<file path="src/rtl/reg_file_stream_reader.sv">
// reg_file_stream_reader: read-side sequencer for the 1W/2R hypervector
// register file. A start command walks a contiguous, wrapping range of
// register addresses through one combinational read port and emits each
// register as a registered beat on a valid/ready stream.
//
// Optional feature: define REG_STREAM_LAST_EN to add the last_o port, a
// registered marker that is high alongside the final beat of a command.
module reg_file_stream_reader #(
  parameter int unsigned DataWidth = 512,
  parameter int unsigned NumRegs   = 4,
  localparam int unsigned NumRegsWidth = $clog2(NumRegs)
) (
  input  logic                    clk_i,
  input  logic                    rst_ni,
  input  logic                    start_i,
  input  logic [NumRegsWidth-1:0] start_addr_i,
  input  logic [NumRegsWidth:0]   num_words_i,
  output logic                    busy_o,
  output logic                    done_o,
  output logic [NumRegsWidth-1:0] rd_addr_o,
  input  logic [DataWidth-1:0]    rd_data_i,
  output logic [DataWidth-1:0]    data_o,
  output logic                    valid_o,
  input  logic                    ready_i
`ifdef REG_STREAM_LAST_EN
  ,
  output logic                    last_o
`endif
);

  localparam int unsigned CntWidth = NumRegsWidth + 1;

  typedef enum logic [1:0] {
    IDLE   = 2'd0,
    STREAM = 2'd1,
    DRAIN  = 2'd2
  } state_e;

  state_e                  state_q, state_d;
  logic [NumRegsWidth-1:0] addr_q;
  logic [CntWidth-1:0]     remaining_q;
  logic                    load;
  logic                    start_go;
  logic                    done_d;
  logic                    final_load;
  logic [NumRegsWidth-1:0] start_addr_ok;
  logic [NumRegsWidth-1:0] addr_next;

  // Out-of-range start addresses fall back to register 0; the walk wraps at NumRegs.
  assign start_addr_ok = (32'(start_addr_i) < NumRegs) ? start_addr_i : '0;
  assign addr_next     = (addr_q == NumRegsWidth'(NumRegs - 1)) ? '0
                                                                : addr_q + NumRegsWidth'(1);
  assign final_load    = load && (remaining_q == CntWidth'(1));

  assign busy_o    = (state_q != IDLE);
  assign rd_addr_o = addr_q;

  // State register.
  always_ff @(posedge clk_i or negedge rst_ni) begin
    if (!rst_ni) begin
      state_q <= IDLE;
    end else begin
      state_q <= state_d;
    end
  end

  // Next-state logic plus load/start/done strobes.
  always_comb begin
    state_d  = state_q;
    load     = 1'b0;
    start_go = 1'b0;
    done_d   = 1'b0;
    case (state_q)
      IDLE: begin
        if (start_i) begin
          if (num_words_i != '0) begin
            start_go = 1'b1;
            state_d  = STREAM;
          end else begin
            done_d = 1'b1;
          end
        end
      end
      STREAM: begin
        // An accepted beat is always replaced in the same cycle, so the
        // output register never empties while words remain.
        if (!valid_o || ready_i) begin
          load = 1'b1;
          if (remaining_q == CntWidth'(1)) begin
            state_d = DRAIN;
          end
        end
      end
      DRAIN: begin
        if (valid_o && ready_i) begin
          state_d = IDLE;
          done_d  = 1'b1;
        end
      end
      default: state_d = IDLE;
    endcase
  end

  // Address walker and beat counter.
  always_ff @(posedge clk_i or negedge rst_ni) begin
    if (!rst_ni) begin
      addr_q      <= '0;
      remaining_q <= '0;
    end else if (start_go) begin
      addr_q      <= start_addr_ok;
      remaining_q <= num_words_i;
    end else if (load) begin
      addr_q      <= addr_next;
      remaining_q <= remaining_q - CntWidth'(1);
    end
  end

  // Output beat register: data is a snapshot of the read port at load time.
  always_ff @(posedge clk_i or negedge rst_ni) begin
    if (!rst_ni) begin
      data_o  <= '0;
      valid_o <= 1'b0;
    end else if (load) begin
      data_o  <= rd_data_i;
      valid_o <= 1'b1;
    end else if (valid_o && ready_i) begin
      valid_o <= 1'b0;
    end
  end

  // Completion pulse, one cycle after the final handshake or a zero-length start.
  always_ff @(posedge clk_i or negedge rst_ni) begin
    if (!rst_ni) begin
      done_o <= 1'b0;
    end else begin
      done_o <= done_d;
    end
  end

`ifdef REG_STREAM_LAST_EN
  // Final-beat marker travels with the beat and drops once it is accepted.
  always_ff @(posedge clk_i or negedge rst_ni) begin
    if (!rst_ni) begin
      last_o <= 1'b0;
    end else if (load) begin
      last_o <= final_load;
    end else if (valid_o && ready_i) begin
      last_o <= 1'b0;
    end
  end
`else
  // Without the marker the final-load decode has no consumer.
  logic unused_final_load;
  assign unused_final_load = final_load;
`endif

endmodule

</file>
<file path="config.mk">
export PLATFORM = sky130hd
export DESIGN_NAME = reg_file_stream_reader
export DESIGN_NICKNAME = d
export VERILOG_FILES = /design/src/rtl/reg_file_stream_reader.sv
export SDC_FILE = /design/constraint.sdc
export NUM_CORES = 1
export LEC_CHECK = 0
export CORE_AREA = 2 2 403 405
export DETAILED_ROUTE_END_ITERATION = 8
export DIE_AREA = 0 0 405 407
export SYNTH_ARGS = -nofsm -noshare
export SYNTH_HDL_FRONTEND = slang
export SYNTH_SLANG_ARGS = --single-unit
</file>
<file path="constraint.sdc">
create_clock -name clk_i -period 1.9 [get_ports clk_i]
set_input_delay 0.475 -clock clk_i [delete_from_list [all_inputs] [get_ports clk_i]]
set_output_delay 0.475 -clock clk_i [all_outputs]
set_load 0.05 [all_outputs]
</file>
==> results of run 1 <==
cells by family (layout without fill, tap and decap cells):
| logic type | count (synthesis) | count (layout) | share of synthesized area (%) |
|---|---|---|---|
| flops | 521 | 521 | 61.30 |
| mux | 512 | 512 | 33.24 |
| buf+inv | 62 | 1311 | 4.130 |
| simple gates | 23 | 23 | 0.6472 |
| compound gates | 13 | 13 | 0.4648 |
| fa+ha+maj | 3 | 3 | 0.1765 |
| xor+xnor | 1 | 1 | 0.04119 |
| other cells | 0 | 21 | 0 |
path summary, 6_finish.rpt:
path,cells past startpoint,slack [ns],start,to
min in group clk_i,2,0.40,rd_data_i[65],data_o[65]$_DFFE_PN0P_
worst min-delay path,2,0.29,rst_ni,data_o[257]$_DFFE_PN0P_
worst min register to register,1,0.51,data_o[10]$_DFFE_PN0P_,data_o[10]$_DFFE_PN0P_
max in group asynchronous,3,0.66,rst_ni,data_o[161]$_DFFE_PN0P_
worst max register to register,8,-0.07,state_q[1]$_DFFE_PN0P_,data_o[294]$_DFFE_PN0P_
worst max-delay path,5,-0.17,state_q[0]$_DFFE_PN0P_,busy_o
repair_timing:
action,CTS,global route
endpoints found under the setup margin,14,271
resized for setup,21,125
hold buffers,1,0
pin swaps,1,2
cloned,0,25
hold endpoints to repair,120,0
buffers inserted,2,30
power groups by stage:
stage | clock (mW) | sequential [mW] | combinational, mW
3_3_place_gp | 0 | 21.1 | 51.2
5_1_grt | 13.3 | 21.8 | 57.2
4_1_cts | 12.9 | 21.2 | 51.6
3_5_place_dp | 0 | 21.1 | 51.4
6_report | 12.4 | 21.1 | 54.9
2_1_floorplan | 0 | 39.9 | 15.1
layer usage:
layer | GRT usage, % | vias to the layer above
met5 | 0 | -
met4 | 3.771 | 6
met3 | 6.191 | 246
met2 | 20.32 | 739
met1 | 13.14 | 7390
li1 | - | 6472
metrics by stage:
stage	cell area, um2	TNS [ns]	hold WS (ns)
floorplan	21270	0	0.1794
global placement	33620	-300.04	0.3887
detailed placement	33620	-299.33	0.3863
CTS	35790	-0.6247	0.1985
global route	37180	-18.97	0.2575
finish	37210	-3.667	0.2923
critical path: stages (launching register included):
cell and delay, ns:
dfrtp_1 0.39, buf_6 0.14, nor2_4 0.10, buf_6 0.12
inv_4 0.03, buf_12 0.13
sequential cells by signal (all words and copies together), names as in the netlist:
register and flops:
state_q 2, data_o 512, valid_o 1, done_o 1
rd_addr_o 2, remaining_q 3
cells in the final DEF, fill, tap and decap left out, types with 2 or more instances in the layout:
cell / Yosys / final
a31oi_1: 2 / 2
a32oi_1: 2 / 2
and2b_1: 2 / 2
buf_12: 33 / 52
buf_16: 0 / 11
buf_4: 14 / 534
buf_6: 7 / 38
buf_8: 0 / 15
bufinv_16: 0 / 5
clkbuf_1: 0 / 15
clkbuf_16: 0 / 83
clkbuf_8: 0 / 14
clkdlybuf4s50_1: 0 / 519
clkinv_2: 0 / 9
clkinv_4: 0 / 3
dfrtp_1: 521 / 511
dfrtp_2: 0 / 10
diode_2: 0 / 21
ha_1: 3 / 3
inv_1: 5 / 4
inv_8: 0 / 2
mux2_2: 165 / 122
mux2_4: 347 / 390
nand2_1: 4 / 4
nand3_1: 3 / 3
nor2_4: 0 / 2
nor3_1: 3 / 3
nor3b_1: 2 / 2
o21ai_0: 5 / 5
cell type report:
class	instances	area, um2
well taps	2160	2703
clock buffers	90	1775
multi-input cells	552	7525
flip-flops and latches	521	13050
inverters	5	21.27
clock inverters	24	326.6
diodes	21	52.55
fillers	16820	123000
repair buffers	1192	11760
==> impl_metrics.yaml, run 1 <==
yosys:
  synth_most_common_cell: "dfrtp_1"
  ys_ff_latch: 521
  synthArstFlopShare_pct: 100.0
  syn_inst: 1135
  synth_top_area_cell: "dfrtp_1"
  ys_seq_area_share_pct: 61.30
  synth_commonest_cells: "521 x dfrtp_1, 347 x mux2_4, 165 x mux2_2, 33 x buf_12, 14 x buf_4"
  synth_ff_type: "dfrtp_1"
  ys_types: 30
  synth_top_area_share_pct: 61.30
  synth_nets: 1659
  ys_warn_count: 0
  syn_area_mm2: 0.02127
  synth_area_leaders: "dfrtp_1 61%, mux2_4 24%, mux2_2 8.7%, buf_12 3.1%, buf_4 0.49%"
  syn_area_per_cell_um2: 18.74
  synth_edf_count: 0
finish:
  nets: 2857
  area_growth_pct: 74.99
  layout.cells.non_filler: 4565
  final_core_util_pct: 23.23
  layout-drive-gt1-share_pct: 54.45
power:
  total_power_mw: 88.43
  switching_share_pct: 47.04
  p_clk_share_pct: 14.0
  p_sw_mw: 41.59
  ir_drop_v: 0.001367
  leakagePower_nw: 16.55
  p_int_mw: 46.83
  power_frac_comb_pct: 62.1
  power_density_mw_per_mm2: 2376
  sequentialPowerShare_pct: 23.9
setup_path:
  critical_path_required_ns: 1.42
  worstPathMaxFanout: 5
  setup.worst_path.start_class: "register"
  cp.arrival_ns: 1.60
  cp-end-kind: "output pin"
  crit_type: "reg -> out"
cts:
  cts-buffers-inserted: 61
  clock_latency_ns: 0.69
  cts_root_buffer: "clkbuf_16"
  clk_pin_slew_worst_paths_ns: 0.06
  cts_tree: "yes"
  clockBufferDepth: 3
  cts_max_level: 2
  clock-sinks: 521
floorplanning:
  initial_core_util_pct: 13.28
  coreArea_mm2: 0.1602
  fp.dieW_um: 405
  ioPinCount: 1038
  die_height_um: 407
  dieArea_mm2: 0.1648
  std_cell_rows: 147
drt:
  post-route-drc-count: 0
  drtIter0Drc: 540
  wl_met3_um: 13060
  drt_wl_total_um: 109100
  wire_per_inst_um: 23.90
  ant_nets: 0
  vias_per_cell: 3.254
  drtPass1Iterations: 4
  wl_met2_um: 52690
  m1WireLength_um: 40000
  top_layer: "met5"
  via_count: 14850
status:
  run_status: "finished with violations"
  violations: "negative setup slack"
sta:
  period_minus_slack_ns: 2.071
  finalCritPeriodShare_pct: 109.0
  setup_slack_ns: -0.1714
  worstMarginPinSlew_ns: 0.6002
  finClkSkew_ns: 0.02244
  fmax_mhz: 482.8
  hold_violations: 0
  rsz0062_at_grt: "yes"
  setup_viol: 108
  slew_violations: 0
  max_slew_margin_pct: 59.99
grt:
  overflow: 0
  grtUsageTotal_pct: 12.08
  grt_pass1_wl_um: 135600
  antenna_found_initial: 95
  grt_max_degree: 77
  grt_pass1_vias: 15460
place:
  post-place-ws_ns: -0.7191
  dpl.cell_count: 4373
  port_buffers: 1037
  dpl.hpwl_um: 89030
  place.gp.congestion: 0.8306
job:
  drv_cap: 0
hold_path:
  min_path_type: "in -> async"
Power figures use the tool's default switching activity.
==> inputs of run 2 (changes only) <==
--- a/config.mk
+++ b/config.mk
@@ -8,6 +8,9 @@
 export CORE_AREA = 2 2 403 405
 export DETAILED_ROUTE_END_ITERATION = 8
 export DIE_AREA = 0 0 405 407
+export DONT_BUFFER_PORTS = 1
+export HOLD_SLACK_MARGIN = 0.05
+export PLACE_DENSITY = 0.34
 export SYNTH_ARGS = -nofsm -noshare
 export SYNTH_HDL_FRONTEND = slang
 export SYNTH_SLANG_ARGS = --single-unit
==> run 2 against run 1 <==
  * Clock-buffer cell count rose by 6
  * Flip-flop and latch count stayed put
  * Core utilization decreased by 3.4 points
  * The run ends with negative hold slack, max-slew violations, negative setup slack left
  * Non-clock buffer count down 607
  * Die area unchanged
==> impl_metrics.yaml, run 2 (same netlist as run 1, synthesis figures left out) <==
setup_path:
  crit_path_cell_trace: "buf_6 -> nor2_4 -> inv_2 -> buf_12"
  cp-end-kind: "output pin"
  critPathBufInv: 3
  cp.arrival_ns: 1.45
  crit_type: "reg -> out"
  worstPathMaxFanout: 2
  setup.worst_path.start_class: "register"
  cp_top_family: "flip-flops"
  worst_r2r_path_depth: 9
  slowest_stage: "dfrtp_1"
  critical_path.max_stage_delay_ns: 0.39
  timing.rr.end: "data_o[336]$_DFFE_PN0P_"
  reg2reg_from: "state_q[0]$_DFFE_PN0P_"
  critical_path_required_ns: 1.42
  reg2reg_slack_ns: 0.04
floorplanning:
  ioPinCount: 1038
  coreArea_mm2: 0.1602
  dieArea_mm2: 0.1648
  std_cell_rows: 147
  initial_core_util_pct: 13.28
  die_height_um: 407
  fp.dieW_um: 405
sta:
  hold_violations: 519
  finalCritPeriodShare_pct: 101.1
  rsz0062_at_grt: "yes"
  tns_ns: -0.02160
  worstMarginPinSlew_ns: 1.964
  max_slew_margin_pct: -30.95
  finClkSkew_ns: 0.02935
  slew_violations: 148
  fmax_mhz: 520.4
  fin_hold_ws_ns: -0.4556
  setup_viol: 1
  period_minus_slack_ns: 1.922
  setup_slack_ns: -0.02160
drt:
  drtPass1Iterations: 4
  vias_per_cell: 3.144
  wire_per_inst_um: 21.12
  via_count: 12450
  ant_nets: 0
  drtIter0Drc: 529
  post-route-drc-count: 0
  drt_wl_total_um: 83660
cts:
  cts-buffers-inserted: 69
  hold_buffers: 518
  cts_max_level: 3
  clock-sinks: 521
  clock_latency_ns: 0.64
  clockBufferDepth: 3
  cts_tree: "yes"
  cts_root_buffer: "clkbuf_16"
  clk_pin_slew_worst_paths_ns: 0.06
finish:
  area_growth_pct: 49.59
  nets: 2258
  multi_input_area_mm2: 0.007363
  regMostFlops: "data_o"
  num-fill-cells: 16980
  regArea_mm2: 0.01322
  largest_reg_flops: 512
  layout.cells.non_filler: 3961
  final_common_cell: "dlygate4sd3_1"
  top_regs: "data_o x512, remaining_q x3"
  layout-drive-gt1-share_pct: 47.12
  layout_common_cells: "518 x dlygate4sd3_1, 375 x dfrtp_1, 347 x mux2_4, 165 x mux2_2, 146 x dfrtp_2"
grt:
  overflow: 0
  antenna_found_initial: 40
  grt_pass1_vias: 13880
  grt_pass1_wl_um: 108500
  grtUsageTotal_pct: 9.264
  grt_max_degree: 522
hold_path:
  min_path_type: "in -> async"
job:
  drv_cap: 0
status:
  run_status: "finished with violations"
  violations: "negative hold slack, max-slew violations, negative setup slack"
place:
  port_buffers: 0
  dpl.hpwl_um: 61660
  place.gp.congestion: 0.7942
  dpl.cell_count: 3283
## run 2: changes by cell type in the layout (fill, tap and decap cells not counted), sizes merged
| cell | before | now |
|---|---|---|
| clkinv | 14 | 12 |
| clkbuf | 112 | 103 |
| diode | 21 | 14 |
| dlygate4sd3 | 1 | 518 |
| clkinvlp | 1 | 4 |
| buf | 650 | 60 |
| inv | 9 | 11 |
| bufinv | 5 | 6 |
| clkdlybuf4s50 | 519 | 0 |
## run 2: layout make-up
class,count,area share (%)
sequential,521,41.56
antenna,14,0.1101
clock buffer,96,6.289
clock inverter,28,1.207
multi-input combinational,552,23.15
tap,2160,8.495
inverter,5,0.05899
timing repair buffer,585,19.14
## run 2: through the flow
| stage | util (%) | hold slack [ns] | cell area, um2 | setup slack [ns] |
|---|---|---|---|---|
| 6_report | 19.86 | -0.4556 | 31810 | -0.02160 |
| 5_1_grt | 19.84 | -0.5338 | 31790 | -0.1256 |
| 4_1_cts | 19.57 | -0.5775 | 31350 | -0.1405 |
| 3_5_place_dp | 14.71 | 0.1930 | 23570 | -0.08841 |
| 3_3_place_gp | 14.71 | 0.1947 | 23570 | -0.09465 |
| 2_1_floorplan | - | 0.1794 | 21270 | 0.01714 |
## run 2: layer usage
metal  GRT usage (%)  up-vias  wire [um]
li1                -     5249          -
met2           16.34      659      42920
met3           4.035      167       8273
met5               0        -         68
met1           9.641     6368      29670
met4           3.607       10       2726
## run 2: worst max path at each step
stage                                       from                       to  slack, ns  cells after the start
after floorplan              valid_o$_DFFE_PN0P_  data_o[425]$_DFFE_PN0P_       0.02                      6
after global placement                   ready_i  data_o[337]$_DFFE_PN0P_      -0.09                      5
after detailed placement                 ready_i  data_o[342]$_DFFE_PN0P_      -0.09                      5
after CTS                 state_q[0]$_DFFE_PN0P_                   busy_o      -0.14                      4
after global routing      state_q[0]$_DFFE_PN0P_                   busy_o      -0.13                      4
final                     state_q[0]$_DFFE_PN0P_                   busy_o      -0.02                      4
## run 2: what timing repair did
action	in CTS	in global routing
setup buffers	1	10
endpoints found under the hold margin	1040	521
resized for setup	154	19
gates cloned	0	11
endpoints found under the setup margin	147	136
Power of run 2 is not shown: default switching activity piles up to over one toggle a cycle in this logic, so the estimate is an artifact.
